## src/rtl/dft_bin_scheduler_pkg.sv

```systemverilog
// Shared types, widths and the saturating helper for the DFT bin scheduler.
package dft_pkg;

    localparam int BIN_W    = 5;
    localparam int SAMPLE_W = 16;
    localparam int MAG_W    = 32;

    typedef enum logic [1:0] {
        IDLE,
        ISSUE,
        DRAIN,
        ADVANCE
    } state_t;

    // Clamp a 33-bit unsigned result to the 32-bit accumulator range.
    function automatic logic [MAG_W-1:0] sat32(input logic [MAG_W:0] value);
        return value[MAG_W] ? {MAG_W{1'b1}} : value[MAG_W-1:0];
    endfunction

endpackage

```

## src/rtl/dft_bin_scheduler_if.sv

```systemverilog
// Sample intake, multiplier/table and result signals between the scheduler and its environment.
interface dft_bin_scheduler_if;
    import dft_pkg::*;

    logic signed [SAMPLE_W-1:0] inSample;
    logic                       sampleValid;
    logic                       sampleReady;
    logic                       sampleDropped;
    logic [BIN_W-1:0]           bin;
    logic signed [SAMPLE_W-1:0] multSample;
    logic [MAG_W-1:0]           magnitude;
    logic                       enableIncr;
    logic [BIN_W-1:0]           outBin;
    logic [MAG_W-1:0]           outValue;
    logic                       outValid;
    logic                       frameDone;

    modport master (
        input  inSample, sampleValid, magnitude,
        output sampleReady, sampleDropped, bin, multSample, enableIncr,
        output outBin, outValue, outValid, frameDone
    );

    modport slave (
        output inSample, sampleValid, magnitude,
        input  sampleReady, sampleDropped, bin, multSample, enableIncr,
        input  outBin, outValue, outValid, frameDone
    );

endinterface

```

## src/rtl/dft_bin_scheduler_accum.sv

```systemverilog
// Leaky accumulator update for one bin: acc - (acc >> DECAY_SHIFT) + (magnitude >> MAG_SHIFT), saturated.
module dft_bin_accum
    import dft_pkg::*;
#(
    parameter int DECAY_SHIFT = 4,
    parameter int MAG_SHIFT   = 2
) (
    input  logic [MAG_W-1:0] acc,
    input  logic [MAG_W-1:0] magnitude,
    output logic [MAG_W-1:0] acc_new
);

    logic [MAG_W-1:0] leaked;
    logic [MAG_W:0]   sum;

    always_comb begin
        leaked  = acc - (acc >> DECAY_SHIFT);
        sum     = {1'b0, leaked} + {1'b0, magnitude >> MAG_SHIFT};
        acc_new = sat32(sum);
    end

endmodule

```

## src/rtl/dft_bin_scheduler.sv

```systemverilog
// Walks every DFT bin once per accepted sample, folding the shared multiplier output
// into a per-bin leaky accumulator and reporting each updated value.
module dft_bin_scheduler
    import dft_pkg::*;
#(
    parameter int NUM_BINS    = 24,
    parameter int DECAY_SHIFT = 4,
    parameter int MAG_SHIFT   = 2
) (
    input  logic clk,
    input  logic rst,
    dft_bin_scheduler_if.master bus
);

    localparam logic [BIN_W-1:0] LAST_BIN = BIN_W'(NUM_BINS - 1);

    state_t           state, state_nxt;
    logic [BIN_W-1:0] bin_q, bin_nxt;
    logic             drain_q, drain_nxt;
    logic             accept;

    logic [MAG_W-1:0] acc [NUM_BINS];
    logic             pipe_valid;
    logic [BIN_W-1:0] pipe_bin;
    logic [MAG_W-1:0] acc_rd;
    logic [MAG_W-1:0] acc_new;

    always_ff @(posedge clk) begin
        if (rst) begin
            state   <= IDLE;
            bin_q   <= '0;
            drain_q <= 1'b0;
        end else begin
            state   <= state_nxt;
            bin_q   <= bin_nxt;
            drain_q <= drain_nxt;
        end
    end

    always_comb begin
        state_nxt       = state;
        bin_nxt         = bin_q;
        drain_nxt       = 1'b0;
        accept          = 1'b0;
        bus.sampleReady = (state == IDLE);
        bus.enableIncr  = (state == ADVANCE);
        bus.frameDone   = (state == ADVANCE);
        bus.bin         = bin_q;
        unique case (state)
            IDLE: begin
                bin_nxt = '0;
                if (bus.sampleValid) begin
                    accept    = 1'b1;
                    state_nxt = ISSUE;
                end
            end
            ISSUE: begin
                if (bin_q == LAST_BIN) begin
                    bin_nxt   = '0;
                    state_nxt = DRAIN;
                end else begin
                    bin_nxt = bin_q + 1'b1;
                end
            end
            DRAIN: begin
                // drain_q marks the second of the two drain cycles
                if (drain_q) state_nxt = ADVANCE;
                else         drain_nxt = 1'b1;
            end
            ADVANCE: state_nxt = IDLE;
            default: state_nxt = IDLE;
        endcase
    end

    // The table output for a bin arrives one cycle after the bin is issued.
    assign acc_rd = acc[pipe_bin];

    dft_bin_accum #(
        .DECAY_SHIFT (DECAY_SHIFT),
        .MAG_SHIFT   (MAG_SHIFT)
    ) u_accum (
        .acc       (acc_rd),
        .magnitude (bus.magnitude),
        .acc_new   (acc_new)
    );

    always_ff @(posedge clk) begin
        if (rst) begin
            bus.multSample    <= '0;
            bus.sampleDropped <= 1'b0;
            bus.outValid      <= 1'b0;
            bus.outBin        <= '0;
            bus.outValue      <= '0;
            pipe_valid        <= 1'b0;
            pipe_bin          <= '0;
        end else begin
            if (accept) bus.multSample <= bus.inSample;
            bus.sampleDropped <= bus.sampleValid && (state != IDLE);
            pipe_valid        <= (state == ISSUE);
            pipe_bin          <= bin_q;
            bus.outValid      <= pipe_valid;
            if (pipe_valid) begin
                bus.outBin   <= pipe_bin;
                bus.outValue <= acc_new;
            end
        end
    end

    always_ff @(posedge clk) begin
        if (rst) begin
            for (int i = 0; i < NUM_BINS; i++) acc[i] <= '0;
        end else if (pipe_valid) begin
            acc[pipe_bin] <= acc_new;
        end
    end

endmodule

```

## src/flat_wrapper.sv

```systemverilog
// flat-port wrapper written by rule: the top's interface ports become plain ports
module dft_bin_scheduler_flat import dft_pkg::*;
#(
    parameter int NUM_BINS    = 24,
    parameter int DECAY_SHIFT = 4,
    parameter int MAG_SHIFT   = 2
)
  (clk, rst, bus_inSample, bus_sampleValid, bus_magnitude, bus_sampleReady, bus_sampleDropped, bus_bin, bus_multSample, bus_enableIncr, bus_outBin, bus_outValue, bus_outValid, bus_frameDone);
  dft_bin_scheduler_if bus_i ();
  input  logic clk;
  input  logic rst;
  input wire logic [$bits(bus_i.inSample)-1:0] bus_inSample;
  input wire logic [$bits(bus_i.sampleValid)-1:0] bus_sampleValid;
  input wire logic [$bits(bus_i.magnitude)-1:0] bus_magnitude;
  output wire logic [$bits(bus_i.sampleReady)-1:0] bus_sampleReady;
  output wire logic [$bits(bus_i.sampleDropped)-1:0] bus_sampleDropped;
  output wire logic [$bits(bus_i.bin)-1:0] bus_bin;
  output wire logic [$bits(bus_i.multSample)-1:0] bus_multSample;
  output wire logic [$bits(bus_i.enableIncr)-1:0] bus_enableIncr;
  output wire logic [$bits(bus_i.outBin)-1:0] bus_outBin;
  output wire logic [$bits(bus_i.outValue)-1:0] bus_outValue;
  output wire logic [$bits(bus_i.outValid)-1:0] bus_outValid;
  output wire logic [$bits(bus_i.frameDone)-1:0] bus_frameDone;
  assign bus_i.inSample = bus_inSample;
  assign bus_i.sampleValid = bus_sampleValid;
  assign bus_i.magnitude = bus_magnitude;
  assign bus_sampleReady = bus_i.sampleReady;
  assign bus_sampleDropped = bus_i.sampleDropped;
  assign bus_bin = bus_i.bin;
  assign bus_multSample = bus_i.multSample;
  assign bus_enableIncr = bus_i.enableIncr;
  assign bus_outBin = bus_i.outBin;
  assign bus_outValue = bus_i.outValue;
  assign bus_outValid = bus_i.outValid;
  assign bus_frameDone = bus_i.frameDone;
  dft_bin_scheduler #(.NUM_BINS(NUM_BINS), .DECAY_SHIFT(DECAY_SHIFT), .MAG_SHIFT(MAG_SHIFT)) u_core (.clk(clk), .rst(rst), .bus(bus_i));
endmodule
```

## config.mk

```make
export PLATFORM = sky130hd
export DESIGN_NAME = dft_bin_scheduler_flat
export DESIGN_NICKNAME = d
export VERILOG_FILES = /design/src/rtl/dft_bin_scheduler_pkg.sv /design/src/rtl/dft_bin_scheduler_if.sv /design/src/rtl/dft_bin_scheduler_accum.sv /design/src/rtl/dft_bin_scheduler.sv /design/src/flat_wrapper.sv
export SDC_FILE = /design/constraint.sdc
export NUM_CORES = 2
export LEC_CHECK = 0
export CAP_MARGIN = 25
export CORE_AREA = 3 3 388 390
export CTS_CLUSTER_SIZE = 10
export DETAILED_ROUTE_END_ITERATION = 10
export DIE_AREA = 0 0 391 393
export PLACE_DENSITY = 0.6
export SLEW_MARGIN = 20
export SYNTH_ARGS = -nofsm -noshare
export SYNTH_HDL_FRONTEND = slang
export SYNTH_HIERARCHICAL = 1
export SYNTH_SLANG_ARGS = --single-unit
```

## constraint.sdc

```tcl
create_clock -name clk -period 14.55 [get_ports clk]
set_input_delay 2.91 -clock clk [delete_from_list [all_inputs] [get_ports clk]]
set_output_delay 2.91 -clock clk [all_outputs]
set_load 0.005 [all_outputs]
```

==> reports/results.md <==
| Parameter | Value | Unit |
|:---|:---|:---|
| Cell Rows | 141 | - |
| Clk sink count | 1093 | - |
| Syn Std Cell Area | 50100 | um2 |
| Launch point of the worst reg-to-reg path | u_core/pipe_bin[2] | - |
| Die Height | 393 | um |
| Chip width | 391 | um |
| DIE AREA | 154000 | um2 |
| GRT Overall Usage | 0.178 | - |
| Hold violation total from the final report | 0 | - |
| Cells on Worst Hold Path | 1 | - |
| Remaining global-route overflow | 0 | - |
| Initial standard-cell utilization of the core | 0.340 | - |
| Port Buffers | 111 | - |
| Outcome | finished, final reports clean | - |
| Wire length of the first global-routing pass | 202000 | um |
| Core occupancy in the finished layout | 0.387 | - |
| Global routing met3 resource utilization | 0.0317 | - |
| I/O pins | 114 | - |
| EDFF count, synth | 1024 | - |
| Post-synthesis share of cell area spent on full adders, half adders and majority gates | 0.0175 | - |
| Routed vias | 30.6k | - |
| Fraction of layout cells with a size suffix above 1 | 0.0898 | - |
| Largest fanout on the critical path | 30 | - |
| Max-cap check violation count | 0 | - |
| Busiest metal layer after global routing | met2 | - |
| Max rail drop VDD | 0.377 | mV |
| Main combinational cell family by area after synthesis | simple AND/OR/NAND/NOR gates | - |
| Via/cell ratio | 5.30 | - |
| Pins over their slew limit | 0 | - |
| Wire length per cell after detailed routing | 24.2 | um |
| Reported leakage power | 19.1 | nW |
| Register area share after synthesis | 0.642 | - |
| Largest stage delay, worst path | 0.93 | ns |
| Most frequently used flop master after synthesis | sky130_fd_sc_hd__edfxtp_1 | - |
| Cells resized by post-CTS repair | 0 | - |
| Flip-flop and latch count after synthesis | 1093 | - |
| Warnings from Yosys | 6 | - |
| Layout-stage area growth over the synthesis result | 14.0 | % |
| Cell count after synthesis | 3713 | - |
| H-tree levels | 3 | - |
| Setup repair after global routing missed its margin | no | - |
| Hold WC Path Type | reg2reg | - |
| Power density of the placed cells | 216 | nW/um2 |
| Async set or reset register ratio after synthesis | 0 | - |
| Antenna violations before repair | 6 | - |
| Setup-failing EPs final | 0 | - |
| Synth cell types | 68 | - |
| Hold worst-path end | u_core/drain_q | - |
| Mean cell area of the mapped netlist | 13.5 | um2 |
| Detailed-routing iteration count for the pre-antenna-repair pass | 5 | - |
| Critical-path top delay cell | sky130_fd_sc_hd__dfxtp_1 | - |
| Data arrival at the endpoint of the critical path | 9.72 | ns |
| Max clock buf depth | 3 | - |
| Via count of the first global-routing pass | 29.9k | - |
| Setup bufs post-CTS | 0 | - |
| CTS clk-pin slew, worst paths | 0.06 | ns |
| Required @ worst endpoint | 15.00 | ns |
| Simple logic cell fraction of the synthesized area | 0.138 | - |
| 1st-iter DRT viols | 2953 | - |
| Root buf cell | sky130_fd_sc_hd__clkbuf_16 | - |
| Net count of the mapped netlist | 3833 | - |
| Core Footprint | 147000 | um2 |
| Top cell types by occurrence after synthesis | 1024 x sky130_fd_sc_hd__edfxtp_1, 772 x sky130_fd_sc_hd__and2_1, 553 x sky130_fd_sc_hd__mux2i_1 | - |
| Largest cells by area after synthesis | sky130_fd_sc_hd__edfxtp_1 61%, sky130_fd_sc_hd__mux2i_1 11%, sky130_fd_sc_hd__and2_1 9.6% | - |
| Reg-to-reg critical path endpoint | u_core/acc[17][3] | - |
| Mux share of post-synthesis cell area | 0.111 | - |
| Dominant cell type by area after synthesis | sky130_fd_sc_hd__edfxtp_1 | - |
| Period Utilization, post-route | 0.637 | - |
| Total negative slack for setup checks | 0 | ns |
| Number of buffer and inverter stages on the critical path | 4 | - |
| Startpoint type of the worst setup path | register | - |
| Time the worst path needs with I/O delays and setup | 9.27 | ns |
| Clock tree from TritonCTS | built | - |
| Crit path from | u_core/pipe_bin[2] | - |
| Launch point of the worst hold path | u_core/drain_q | - |
| Most common cell in the synthesized netlist | sky130_fd_sc_hd__edfxtp_1 | - |
| CTS Hold Bufs | 0 | - |
| Global placer's final weighted congestion | 0.839 | - |
| Post-Synth XOR/XNOR Area | 0.00927 | - |
| Clk Latency, worst-skew pair | 0.69 | ns |
| Number of nets at the end of the flow | 3906 | - |
| Cells on worst reg2reg path | 28 | - |
| Estimated wirelength of the detail-placed design | 78100 | um |
| Critical setup path kind | reg2reg | - |
| Worst clock skew | 0.0251 | ns |
| Total clock buffers created by CTS | 121 | - |
| Overall power after layout | 12.3 | mW |
| Element type at the critical path end | register | - |
| Hold slack final | 0.415 | ns |
| Post-placement worst setup slack | 5.28 | ns |
| CP delay by family, top | compound AO/OA/AOI/OAI gates | - |
| DRC Markers | 0 | - |
| Routing usage on met1 | 0.246 | - |
| Relative slew slack | 0.311 | - |
| Post-synthesis compound-gate area fraction | 0.0556 | - |
| Filler cell count | 13.8k | - |
| Antenna Nets Post-Route | 0 | - |
| Internal reg-to-reg setup slack | 5.28 | ns |
| Met2 routing resource usage after global routing | 0.286 | - |
| Slew of the pin with the lowest slew margin | 1.02 | ns |
| Portion of synthesized cell area occupied by the leading cell type | 0.614 | - |
| Pin count of the biggest net entering global routing | 112 | - |
| Fmax | 108 | MHz |
| Worst setup margin | 5.28 | ns |
| Routed wire length | 140000 | um |
report_power, final:
| part | total, mW | internal, mW | switching, mW |
|---|---|---|---|
| clock network | 2.71 | 1.55 | 1.16 |
| registers | 4.31 | 4.26 | 0.0543 |
| logic | 5.31 | 1.45 | 3.86 |
stage by stage:
stage	instance area (um2)	std cells
global route	57100	5771
CTS	57000	5762
detailed placement	53600	5585
finish	57100	5772
global placement	53400	5572
floorplan	50100	3713
registers in the layout (all words and copies together), names as in the netlist:
signal / flops
u_core/pipe_bin: 5
u_core/drain_q: 1
u_core/bus.bin: 5
u_core/bus.outBin: 5
u_core/bus.outValid: 1
u_core/state: 2
u_core/pipe_valid: 1
u_core/bus.sampleDropped: 1
u_core/acc: 1024
u_core/bus.multSample: 16
u_core/bus.outValue: 32
area by class of cell:
| class | count | area (um2) | area share |
|---|---|---|---|
| multi-input combinational | 2294 | 16800 | 0.294 |
| clock buffer | 171 | 3320 | 0.0582 |
| antenna | 2 | 5.00 | 0.0000877 |
| inverter | 39 | 146 | 0.00256 |
| sequential | 1093 | 32100 | 0.563 |
| clock inverter | 6 | 35.0 | 0.000614 |
| timing repair buffer | 237 | 2250 | 0.0394 |
| tap | 1930 | 2410 | 0.0423 |
cells by family after synthesis:
kind of cell,count (synthesis)
simple gates,1175
flops,1093
mux,553
compound gates,444
buf+inv,326
fa+ha+maj,69
xor+xnor,53
worst reg2reg max path, delay by kind of cell, from the launching register on:
kind,cells,cell delay [ns]
compound gates,12,3.17
simple gates,8,2.81
buf+inv,4,1.13
flops,1,0.93
fa+ha+maj,3,0.81
xor+xnor,1,0.17
layout by cell type, fill, tap and decap left out, types with 6 or more instances in the layout:
cell type / instances
sky130_fd_sc_hd__edfxtp_1: 1024
sky130_fd_sc_hd__and2_1: 772
sky130_fd_sc_hd__mux2i_1: 552
sky130_fd_sc_hd__o22ai_1: 256
sky130_fd_sc_hd__clkbuf_16: 125
sky130_fd_sc_hd__nand2_1: 115
sky130_fd_sc_hd__clkdlybuf4s50_1: 110
sky130_fd_sc_hd__buf_4: 104
sky130_fd_sc_hd__a21oi_1: 76
sky130_fd_sc_hd__ha_1: 67
sky130_fd_sc_hd__dfxtp_1: 67
sky130_fd_sc_hd__nor4_1: 64
sky130_fd_sc_hd__nor2_1: 61
sky130_fd_sc_hd__clkbuf_1: 44
sky130_fd_sc_hd__inv_1: 39
sky130_fd_sc_hd__o21ai_0: 31
sky130_fd_sc_hd__xnor2_1: 30
sky130_fd_sc_hd__or2_2: 26
sky130_fd_sc_hd__xor2_1: 23
sky130_fd_sc_hd__nor2_2: 20
sky130_fd_sc_hd__a21o_1: 17
sky130_fd_sc_hd__nor2b_1: 16
sky130_fd_sc_hd__buf_8: 13
sky130_fd_sc_hd__o21a_1: 13
sky130_fd_sc_hd__nand3_1: 12
sky130_fd_sc_hd__nand2b_1: 10
sky130_fd_sc_hd__nor2_4: 8
sky130_fd_sc_hd__nor3_1: 8
sky130_fd_sc_hd__and3_1: 7
sky130_fd_sc_hd__nand2_2: 7
sky130_fd_sc_hd__nand4bb_2: 6
sky130_fd_sc_hd__nand3b_1: 6
sky130_fd_sc_hd__a211oi_1: 6
sky130_fd_sc_hd__o21bai_1: 6
layer usage:
layer / up-vias / part of all wire
met2: 1160 / 0.46
met3: 213 / 0.074
met4: 0 / 0.031
li1: 13762 / -
met5: - / 0
met1: 15476 / 0.43
worst max-delay path by stage:
| stage | to | slack, ns | depth (start not counted) |
|---|---|---|---|
| after CTS | u_core/acc[9][18] | 5.28 | 27 |
| after global routing | u_core/acc[8][3] | 4.71 | 28 |
| final | u_core/acc[17][3] | 5.28 | 28 |
| after global placement | u_core/acc[2][8] | 5.32 | 27 |
| after floorplan | u_core/acc[0][29] | 8.07 | 31 |
| after detailed placement | u_core/acc[14][18] | 5.28 | 27 |
Note: power is estimated with default switching activity, not from simulation.
